--- config.mk ---
export PLATFORM = sky130hd
export DESIGN_NAME = melody_sequencer
export DESIGN_NICKNAME = d
export VERILOG_FILES = /design/src/rtl/melody_pkg.sv /design/src/rtl/melody_rom.sv /design/src/rtl/melody_sequencer.sv
export SDC_FILE = /design/constraint.sdc
export NUM_CORES = 1
export LEC_CHECK = 0
export ABC_CLOCK_PERIOD_IN_PS = 2700
export CORE_ASPECT_RATIO = 1.4
export CORE_MARGIN = 2
export CORE_UTILIZATION = 40
export CTS_CLUSTER_SIZE = 14
export DETAILED_ROUTE_END_ITERATION = 8
export PLACE_DENSITY_LB_ADDON = 0.25
export SETUP_SLACK_MARGIN = 0.4
export SYNTH_ARGS = -nofsm -noshare
export SYNTH_HDL_FRONTEND = slang
export SYNTH_SLANG_ARGS = --single-unit
--- constraint.sdc ---
create_clock -name clk -period 2.7 [get_ports clk]
set_input_delay 0.54 -clock clk [delete_from_list [all_inputs] [get_ports clk]]
set_output_delay 0.54 -clock clk [all_outputs]
set_load 0.02 [all_outputs]
--- src/rtl/melody_pkg.sv ---
// Shared definitions for the melody player: tone codes, ROM entry layout and FSM states.
package melody_pkg;

  localparam logic [3:0] TONE_NONE = 4'd0;
  localparam logic [3:0] TONE_C3   = 4'd1;
  localparam logic [3:0] TONE_D3   = 4'd2;
  localparam logic [3:0] TONE_E3   = 4'd3;
  localparam logic [3:0] TONE_F3   = 4'd4;
  localparam logic [3:0] TONE_G3   = 4'd5;
  localparam logic [3:0] TONE_A3   = 4'd6;
  localparam logic [3:0] TONE_B3   = 4'd7;
  localparam logic [3:0] TONE_C4   = 4'd8;
  localparam logic [3:0] TONE_D4   = 4'd9;
  localparam logic [3:0] TONE_E4   = 4'd10;
  localparam logic [3:0] TONE_F4   = 4'd11;
  localparam logic [3:0] TONE_G4   = 4'd12;
  localparam logic [3:0] TONE_A4   = 4'd13;
  localparam logic [3:0] TONE_B4   = 4'd14;
  localparam logic [3:0] TONE_C5   = 4'd15;

  localparam int ENTRY_W   = 8;
  localparam int TONE_MSB  = 7;
  localparam int TONE_LSB  = 4;
  localparam int BEATS_MSB = 3;
  localparam int BEATS_LSB = 0;

  typedef enum logic [2:0] {
    IDLE,
    FETCH,
    DECODE,
    PLAY,
    GAP
  } state_t;

  function automatic logic [ENTRY_W-1:0] mk_entry(input logic [3:0] t, input logic [3:0] b);
    return {t, b};
  endfunction

endpackage

--- src/rtl/melody_rom.sv ---
// Song table ROM: 4 songs x 16 entries, address {song, idx}, one-cycle read latency.
module melody_rom
  import melody_pkg::*;
(
  input  logic       clk,
  input  logic [5:0] addr,
  output logic [7:0] data
);

  logic [7:0] data_d;
  logic [7:0] data_q;

  always_comb begin
    data_d = '0;
    case (addr)
      // Song 0: start jingle
      6'h00: data_d = mk_entry(TONE_C4, 4'd1);
      6'h01: data_d = mk_entry(TONE_E4, 4'd1);
      6'h02: data_d = mk_entry(TONE_G4, 4'd1);
      6'h03: data_d = mk_entry(TONE_C5, 4'd2);
      // Song 1: player-1 fanfare
      6'h10: data_d = mk_entry(TONE_G4, 4'd1);
      6'h11: data_d = mk_entry(TONE_C5, 4'd1);
      6'h12: data_d = mk_entry(TONE_G4, 4'd1);
      6'h13: data_d = mk_entry(TONE_C5, 4'd3);
      // Song 2: player-2 fanfare, all 16 slots used (no end marker)
      6'h20: data_d = mk_entry(TONE_G3, 4'd1);
      6'h21: data_d = mk_entry(TONE_B3, 4'd1);
      6'h22: data_d = mk_entry(TONE_D4, 4'd1);
      6'h23: data_d = mk_entry(TONE_E4, 4'd1);
      6'h24: data_d = mk_entry(TONE_G3, 4'd1);
      6'h25: data_d = mk_entry(TONE_B3, 4'd1);
      6'h26: data_d = mk_entry(TONE_D4, 4'd1);
      6'h27: data_d = mk_entry(TONE_NONE, 4'd1);
      6'h28: data_d = mk_entry(TONE_G4, 4'd1);
      6'h29: data_d = mk_entry(TONE_E4, 4'd1);
      6'h2A: data_d = mk_entry(TONE_D4, 4'd1);
      6'h2B: data_d = mk_entry(TONE_B3, 4'd1);
      6'h2C: data_d = mk_entry(TONE_G3, 4'd1);
      6'h2D: data_d = mk_entry(TONE_E3, 4'd1);
      6'h2E: data_d = mk_entry(TONE_C3, 4'd1);
      6'h2F: data_d = mk_entry(TONE_B4, 4'd1);
      default: data_d = '0;
    endcase
  end

  always_ff @(posedge clk) begin
    data_q <= data_d;
  end

  assign data = data_q;

endmodule

--- src/rtl/melody_sequencer.sv ---
// Steps through the song ROM, presenting each note's tone code for its beats, then a silent gap.
module melody_sequencer
  import melody_pkg::*;
#(
  parameter int BEAT_CYCLES = 12500000,
  parameter int GAP_CYCLES  = 1250000
) (
  input  logic       clk,
  input  logic       rst,
  input  logic       start,
  input  logic [1:0] song,
  input  logic       stop,
  output logic [3:0] tone,
  output logic       busy,
  output logic       done
);

  localparam int CYC_MAX = (BEAT_CYCLES > GAP_CYCLES) ? BEAT_CYCLES : GAP_CYCLES;
  localparam int CYC_W   = (CYC_MAX > 1) ? $clog2(CYC_MAX) : 1;
  localparam logic [CYC_W-1:0] BEAT_LAST = CYC_W'(BEAT_CYCLES - 1);
  localparam logic [CYC_W-1:0] GAP_LAST  = CYC_W'(GAP_CYCLES - 1);

  state_t           state_q, state_d;
  logic [1:0]       song_q, song_d;
  logic [3:0]       idx_q, idx_d;
  logic [CYC_W-1:0] cyc_q, cyc_d;
  logic [3:0]       beat_left_q, beat_left_d;
  logic [3:0]       tone_q, tone_d;
  logic             busy_q, busy_d;
  logic             done_q, done_d;

  logic [7:0] rom_data;
  logic [3:0] rom_tone;
  logic [3:0] rom_beats;

  melody_rom u_rom (
    .clk  (clk),
    .addr ({song_q, idx_q}),
    .data (rom_data)
  );

  assign rom_tone  = rom_data[TONE_MSB:TONE_LSB];
  assign rom_beats = rom_data[BEATS_MSB:BEATS_LSB];

  always_comb begin
    state_d     = state_q;
    song_d      = song_q;
    idx_d       = idx_q;
    cyc_d       = cyc_q;
    beat_left_d = beat_left_q;
    tone_d      = tone_q;
    busy_d      = busy_q;
    done_d      = 1'b0;

    if (stop && state_q != IDLE) begin
      state_d = IDLE;
      tone_d  = TONE_NONE;
      busy_d  = 1'b0;
      cyc_d   = '0;
    end else begin
      case (state_q)
        IDLE: begin
          tone_d = TONE_NONE;
          busy_d = 1'b0;
          if (start && !stop) begin
            song_d  = song;
            idx_d   = '0;
            busy_d  = 1'b1;
            state_d = FETCH;
          end
        end
        FETCH: state_d = DECODE;
        DECODE: begin
          if (rom_beats == 4'd0) begin
            done_d  = 1'b1;
            busy_d  = 1'b0;
            tone_d  = TONE_NONE;
            state_d = IDLE;
          end else begin
            tone_d      = rom_tone;
            beat_left_d = rom_beats;
            cyc_d       = '0;
            state_d     = PLAY;
          end
        end
        PLAY: begin
          if (cyc_q == BEAT_LAST) begin
            cyc_d       = '0;
            beat_left_d = beat_left_q - 4'd1;
            if (beat_left_q == 4'd1) begin
              tone_d  = TONE_NONE;
              state_d = GAP;
            end
          end else begin
            cyc_d = cyc_q + 1'b1;
          end
        end
        GAP: begin
          if (cyc_q == GAP_LAST) begin
            cyc_d = '0;
            if (idx_q == 4'd15) begin
              done_d  = 1'b1;
              busy_d  = 1'b0;
              state_d = IDLE;
            end else begin
              idx_d   = idx_q + 4'd1;
              state_d = FETCH;
            end
          end else begin
            cyc_d = cyc_q + 1'b1;
          end
        end
        default: begin
          state_d = IDLE;
          tone_d  = TONE_NONE;
          busy_d  = 1'b0;
        end
      endcase
    end
  end

  always_ff @(posedge clk) begin
    if (!rst) begin
      state_q     <= IDLE;
      song_q      <= '0;
      idx_q       <= '0;
      cyc_q       <= '0;
      beat_left_q <= '0;
      tone_q      <= '0;
      busy_q      <= 1'b0;
      done_q      <= 1'b0;
    end else begin
      state_q     <= state_d;
      song_q      <= song_d;
      idx_q       <= idx_d;
      cyc_q       <= cyc_d;
      beat_left_q <= beat_left_d;
      tone_q      <= tone_d;
      busy_q      <= busy_d;
      done_q      <= done_d;
    end
  end

  assign tone = tone_q;
  assign busy = busy_q;
  assign done = done_q;

endmodule

== Yosys cells after proc, flatten, opt, wreduce, memory -nomap -nowiden ==
Memories as Yosys holds them, arrays and structs flattened. A register that Yosys moved wholly into a read port is not among the register bits.
Index checks and enable logic that the tools add are counted.

* $add $sub $neg: 3
* Equal/unequal tests: 16
* Mux-type cells: 31
* Bitwise gates (word level): 4
* Reduce and logical (&&, ||, !) cells: 19

{| class="wikitable"
|+ Operators with widths
! cell !! number
|-
| $mux 24 || 3
|-
| $pmux 24 s3 || 1
|-
| $mux 4 || 8
|-
| $add 24x1->24 const B || 1
|-
| $eq 24x21->1 const B || 1
|-
| $eq 24x24->1 const B || 1
|-
| $ne 2x2->1 const B || 8
|-
| $pmux 4 s2 || 2
|-
| $pmux 3 s5 || 1
|-
| $mux 3 || 4
|-
| $pmux 4 s3 || 1
|-
| $reduce_and 4->1 || 3
|-
| $mux 1 || 8
|-
| $eq 3x2->1 const B || 2
|-
| $reduce_and 3->1 || 2
|-
| $reduce_bool 3->1 || 2
|-
| $reduce_or 2->1 || 3
|-
| $reduce_and 5->1 || 1
|-
| $add 4x1->4 const B || 1
|-
| $eq 4x1->1 const B || 1
|-
| $eq 4x4->1 const B || 1
|-
| $logic_not 4->1 || 1
|-
| $not 1->1 || 4
|-
| $pmux 1 s4 || 1
|-
| 10 further kinds || 12
|}

* Register bits after elaboration: 51
* ROM bits: 384
* Input bits: 6
* Output and inout port bits: 6
* Logic and storage cells: 83
* Memories kept: 1

{| class="wikitable"
|+ Memory list
! memory !! depth !! bits a word !! rd ports !! clocked after memory_dff !! write ports !! line !! source
|-
| (no name shown) || 64 || 6 || 1 || 1 || 0 || melody_rom.sv:15 || <nowiki>case (addr)</nowiki>
|}

== Logic depth before layout (Yosys ltp) ==
* Word-level depth: 4
* Mapped depth: 7
* Depth with buffers taken out: 6

== Hierarchy ==
A second synthesis with hierarchy kept.

* Cells, all modules: 340
* Area, all modules: 2816.5 sq um

{| class="wikitable"
|+ By module, submodules not included
! module !! instances !! cells each !! area each (sq um) !! seq. area each (sq um)
|-
| melody_sequencer || 1 || 296 || 2438.6 || 860.8
|-
| melody_rom || 1 || 44 || 377.9 || 120.1
|}

== Worst setup path after synthesis ==
No wires, ideal clock.

* Path type: reg2reg
* Start point: register cyc_q[0]
* End point: register beat_left_q[3]
* Library setup time: 0.074 ns
* Arrival time: 2.446 ns
* Data required time: 2.626 ns
* Slack: 0.180 ns
* Cell stages (with the launch flop): 7
* Path buffers: 0
* Clock period less this slack: 2.520 ns
* Cell sequence: dfxtp_1 > ha_1 > nand4_1 > or3_4 > or4_4 > or4b_1 > a31oi_1

* Cells in the longest elaborated chain, start to end: 3

{| class="wikitable"
|+ RTL lines
! item !! line !! source
|-
| start, declared || melody_sequencer.sv:26 || <nowiki>logic [CYC_W-1:0] cyc_q, cyc_d;</nowiki>
|-
| start signal, assigned || melody_sequencer.sv:136 || <nowiki>cyc_q <= cyc_d;</nowiki>
|-
| $eq 24x24->1 || melody_sequencer.sv:87 || <nowiki>if (cyc_q == BEAT_LAST) begin</nowiki>
|-
| $ne 2x2->1 (no line) || n/a ||
|-
| $reduce_and 4->1 (no line) || n/a ||
|-
| end signal, assigned || melody_sequencer.sv:137 || <nowiki>beat_left_q <= beat_left_d;</nowiki>
|-
| end, declared || melody_sequencer.sv:27 || <nowiki>logic [3:0] beat_left_q, beat_left_d;</nowiki>
|}

No other way between the ends.
A chain may end at the register's enable or synchronous reset.

== Worst setup path in the final report ==
* Start point: register cyc_q[5]
* End point: register beat_left_q[3]

Same word-level chain as after synthesis.

==> results.txt <==
switch share -> 27.8%
Post-synth EDFFs -> 0
run status -> finished clean
DIE AREA -> 7530 µm²
Clk Latency, worst-skew pair -> 0.31 ns
Startpoint Class -> flop
I/O pins -> 12
clk slew on worst S/H paths -> 0.11 ns
count leader, synth -> dfxtp_1
worst slew pin tran -> 0.678 ns
critical path class -> flop to flop
Ys Warns -> 0
Fin Hold WS -> 0.452 ns
Area Growth Syn to Fin -> 13.0%
Routed Antenna Nets -> 0
Worst Slack Setup Final -> 0.287 ns
FILL cells -> 668
CTS max path bufs -> 2
commonest cells in the netlist -> dfxtp_1, nor2_1, nand2_1
nets@finish -> 363
syn nets -> 350
total power -> 1.37 mW
fin crit period -> 2.41 ns
Sw Pwr -> 0.381 mW
CORE AREA -> 6610 µm²
RSZ-0062 raised after global routing -> yes
Die Height -> 102 µm
CP max FO -> 4
initial antenna violation count -> 0
port buffer count -> 11
drt pass-1 iters -> 4
Final Cycle Share -> 89.4%
global-route wire length before repair -> 11.0 mm
fraction of layout instances using a drive strength above 1 -> 10.0%
M1 WL -> 2.87 mm
cell accounting for the most synthesized area -> dfxtp_1
Initial Util -> 41.4%
sequential share of power -> 55.6%
Internal Power -> 0.986 mW
clock share of power -> 33.7%
class of the worst hold path -> flop to flop
WL met3 -> 153 µm
Synth Area in Compound Gates -> 19.1%
Vias per Instance -> 5.69
clk sink count -> 49
Yosys cell types -> 52
Peak VDD IR -> 0.234 mV
Synth Area in XOR/XNOR -> 4.80%
TritonCTS Buffers -> 5
met2 WL -> 3.51 mm
synthesized area -> 2740 µm²
Adder-Cell Fraction of Synth Area -> 3.65%
Simple-Gate Fraction of Synth Area -> 30.5%
mux cell area share after synthesis -> 2.19%
largest family of logic cells by synthesized area -> simple AND/OR/NAND/NOR gates
Main synth FF type -> dfxtp_1
WP data arrival -> 2.65 ns
top cells by area in the synthesized netlist -> dfxtp_1, nor2_1, ha_1
Fmax achieved -> 0.415 GHz
grt ovf -> 0
gpl congestion -> 0.834
Lkg Pwr -> 1.03 nW
Rel. slew slack -> 54.7%
largest net degree at the start of global routing -> 18
clock skew -> 0.0120 ns
fin util -> 46.8%
1st-iter DRT viols -> 166
chip width -> 73.9 µm
Fin. Hold Viols -> 0
GRT Total Usage -> 18.8%
max-slew violations -> 0
CTS tree -> built
Avg Inst Size Synth -> 8.15 µm²
Power Dens Cells -> 442 nW/µm²
Synth Register Bits -> 49
H-Tree Level Count -> 2
asr flop ratio synth -> 0%
nature of the critical path endpoint -> flop
Mapped Cells -> 336
post-synth top area share -> 35.8%
pre-CTS WS -> 0.255 ns
Vias -> 2516
Seq/Total Area, Yosys -> 35.8%
diode count -> 0
Post-Route WL -> 6.70 mm
setup TNS -> 0 ns
DR WL/cell -> 15.2 µm
Comb power frac -> 10.8%
# rows -> 35
Hold-fix buffers, CTS -> 0
vias in the first global route -> 2403
DP HPWL -> 5.10 mm
clk root buf -> clkbuf_8
DRC -> 0
final setup vio count -> 0
# Max-Cap Violations -> 0
worst endpoint required time -> 2.94 ns
top layer in use -> met4
-- power groups by stage --
stage / Combinational (mW) / Clock, mW / Sequential, mW
after CTS: 0.146 / 0.483 / 0.759
after global placement: 0.146 / 0 / 0.776
after detailed placement: 0.145 / 0 / 0.776
after global routing: 0.164 / 0.503 / 0.763
final: 0.147 / 0.461 / 0.759
after floorplan: 0.106 / 0 / 0.767
-- kinds of logic (layout without fill, tap and decap cells) --
kind of cell	count (synthesis)	in the layout
compound gates	76	76
xor+xnor	15	15
fa+ha+maj	8	8
buf+inv	29	43
flops	49	49
mux	6	6
simple gates	153	153
-- worst max-delay path: stages (launching register included) --
cell and delay, ns:
dfxtp_2 0.33, or4_4 0.55, or3_4 0.39, or4_4 0.48
or4b_1 0.47, a31oi_1 0.13
-- metal layers --
| layer | GRT usage [%] | up-vias |
|---|---|---|
| met5 | 0 | - |
| met4 | 7.97 | 0 |
| met3 | 2.76 | 13 |
| met2 | 34.5 | 39 |
| met1 | 21.0 | 1186 |
| li1 | - | 1278 |
-- final timing paths --
check | startpoint | slack [ns] | end | depth (start not counted)
max | cyc_q[5] | 0.29 | beat_left_q[3] | 5
min | u_rom.data[4] | 0.45 | tone[0] | 1
max reg2reg | cyc_q[5] | 0.29 | beat_left_q[3] | 5
min reg2reg | u_rom.data[4] | 0.45 | tone[0] | 1
-- sequential cells by signal (all words and copies together), names as in the netlist --
register and cells:
cyc_q 24, u_rom.data 6, beat_left_q 4, idx_q 4, tone 4, state_q 3
song_q 2, busy 1, done 1
-- per-stage QoR --
step / instance area (µm²) / cells
after CTS: 3090 / 442
after detailed placement: 2980 / 432
final: 3100 / 442
after global placement: 2980 / 432
after floorplan: 2750 / 336
after global routing: 3100 / 442
-- layout by cell type (no fill, tap or decap), types with 3 or more instances in the layout --
cell,synthesis,final
nand2_1,26,26
nand3b_1,4,4
o221ai_1,5,5
and4_1,4,4
xnor2_1,9,9
mux2i_1,6,6
and3_1,3,3
nor2_1,34,34
nand3_1,17,17
or3_1,8,8
a211oi_1,4,4
nor4b_1,3,3
nor3b_1,3,3
clkbuf_8,0,5
dfxtp_2,0,5
and2_1,4,4
a21oi_1,17,17
a22o_1,4,4
xor2_1,6,6
buf_4,0,8
nand4_1,10,10
o31a_1,5,5
clkdlybuf4s50_1,0,11
a31oi_1,4,4
o21ai_0,14,14
o31ai_1,4,4
inv_1,15,15
dfxtp_1,49,44
nor4_1,11,11
ha_1,8,7
nor3_1,10,10
-- area by class of cell --
type / instances / area, µm² / share of cell area, %
clock buffers: 5 / 68.8 / 2.22
clock inverters: 3 / 25.0 / 0.808
inverters: 15 / 56.3 / 1.82
multi-input cells: 258 / 1660 / 53.7
flip-flops and latches: 49 / 987 / 31.9
well taps: 92 / 115 / 3.72
repair buffers: 20 / 181 / 5.86
-- repair_timing --
item / in CTS / in global routing
buffers inserted: 2 / 0
endpoints found under the setup margin: 1 / 24
pin swaps: 1 / 0
resized for setup: 0 / 6
No activity file was read; power rests on OpenSTA's default activity.
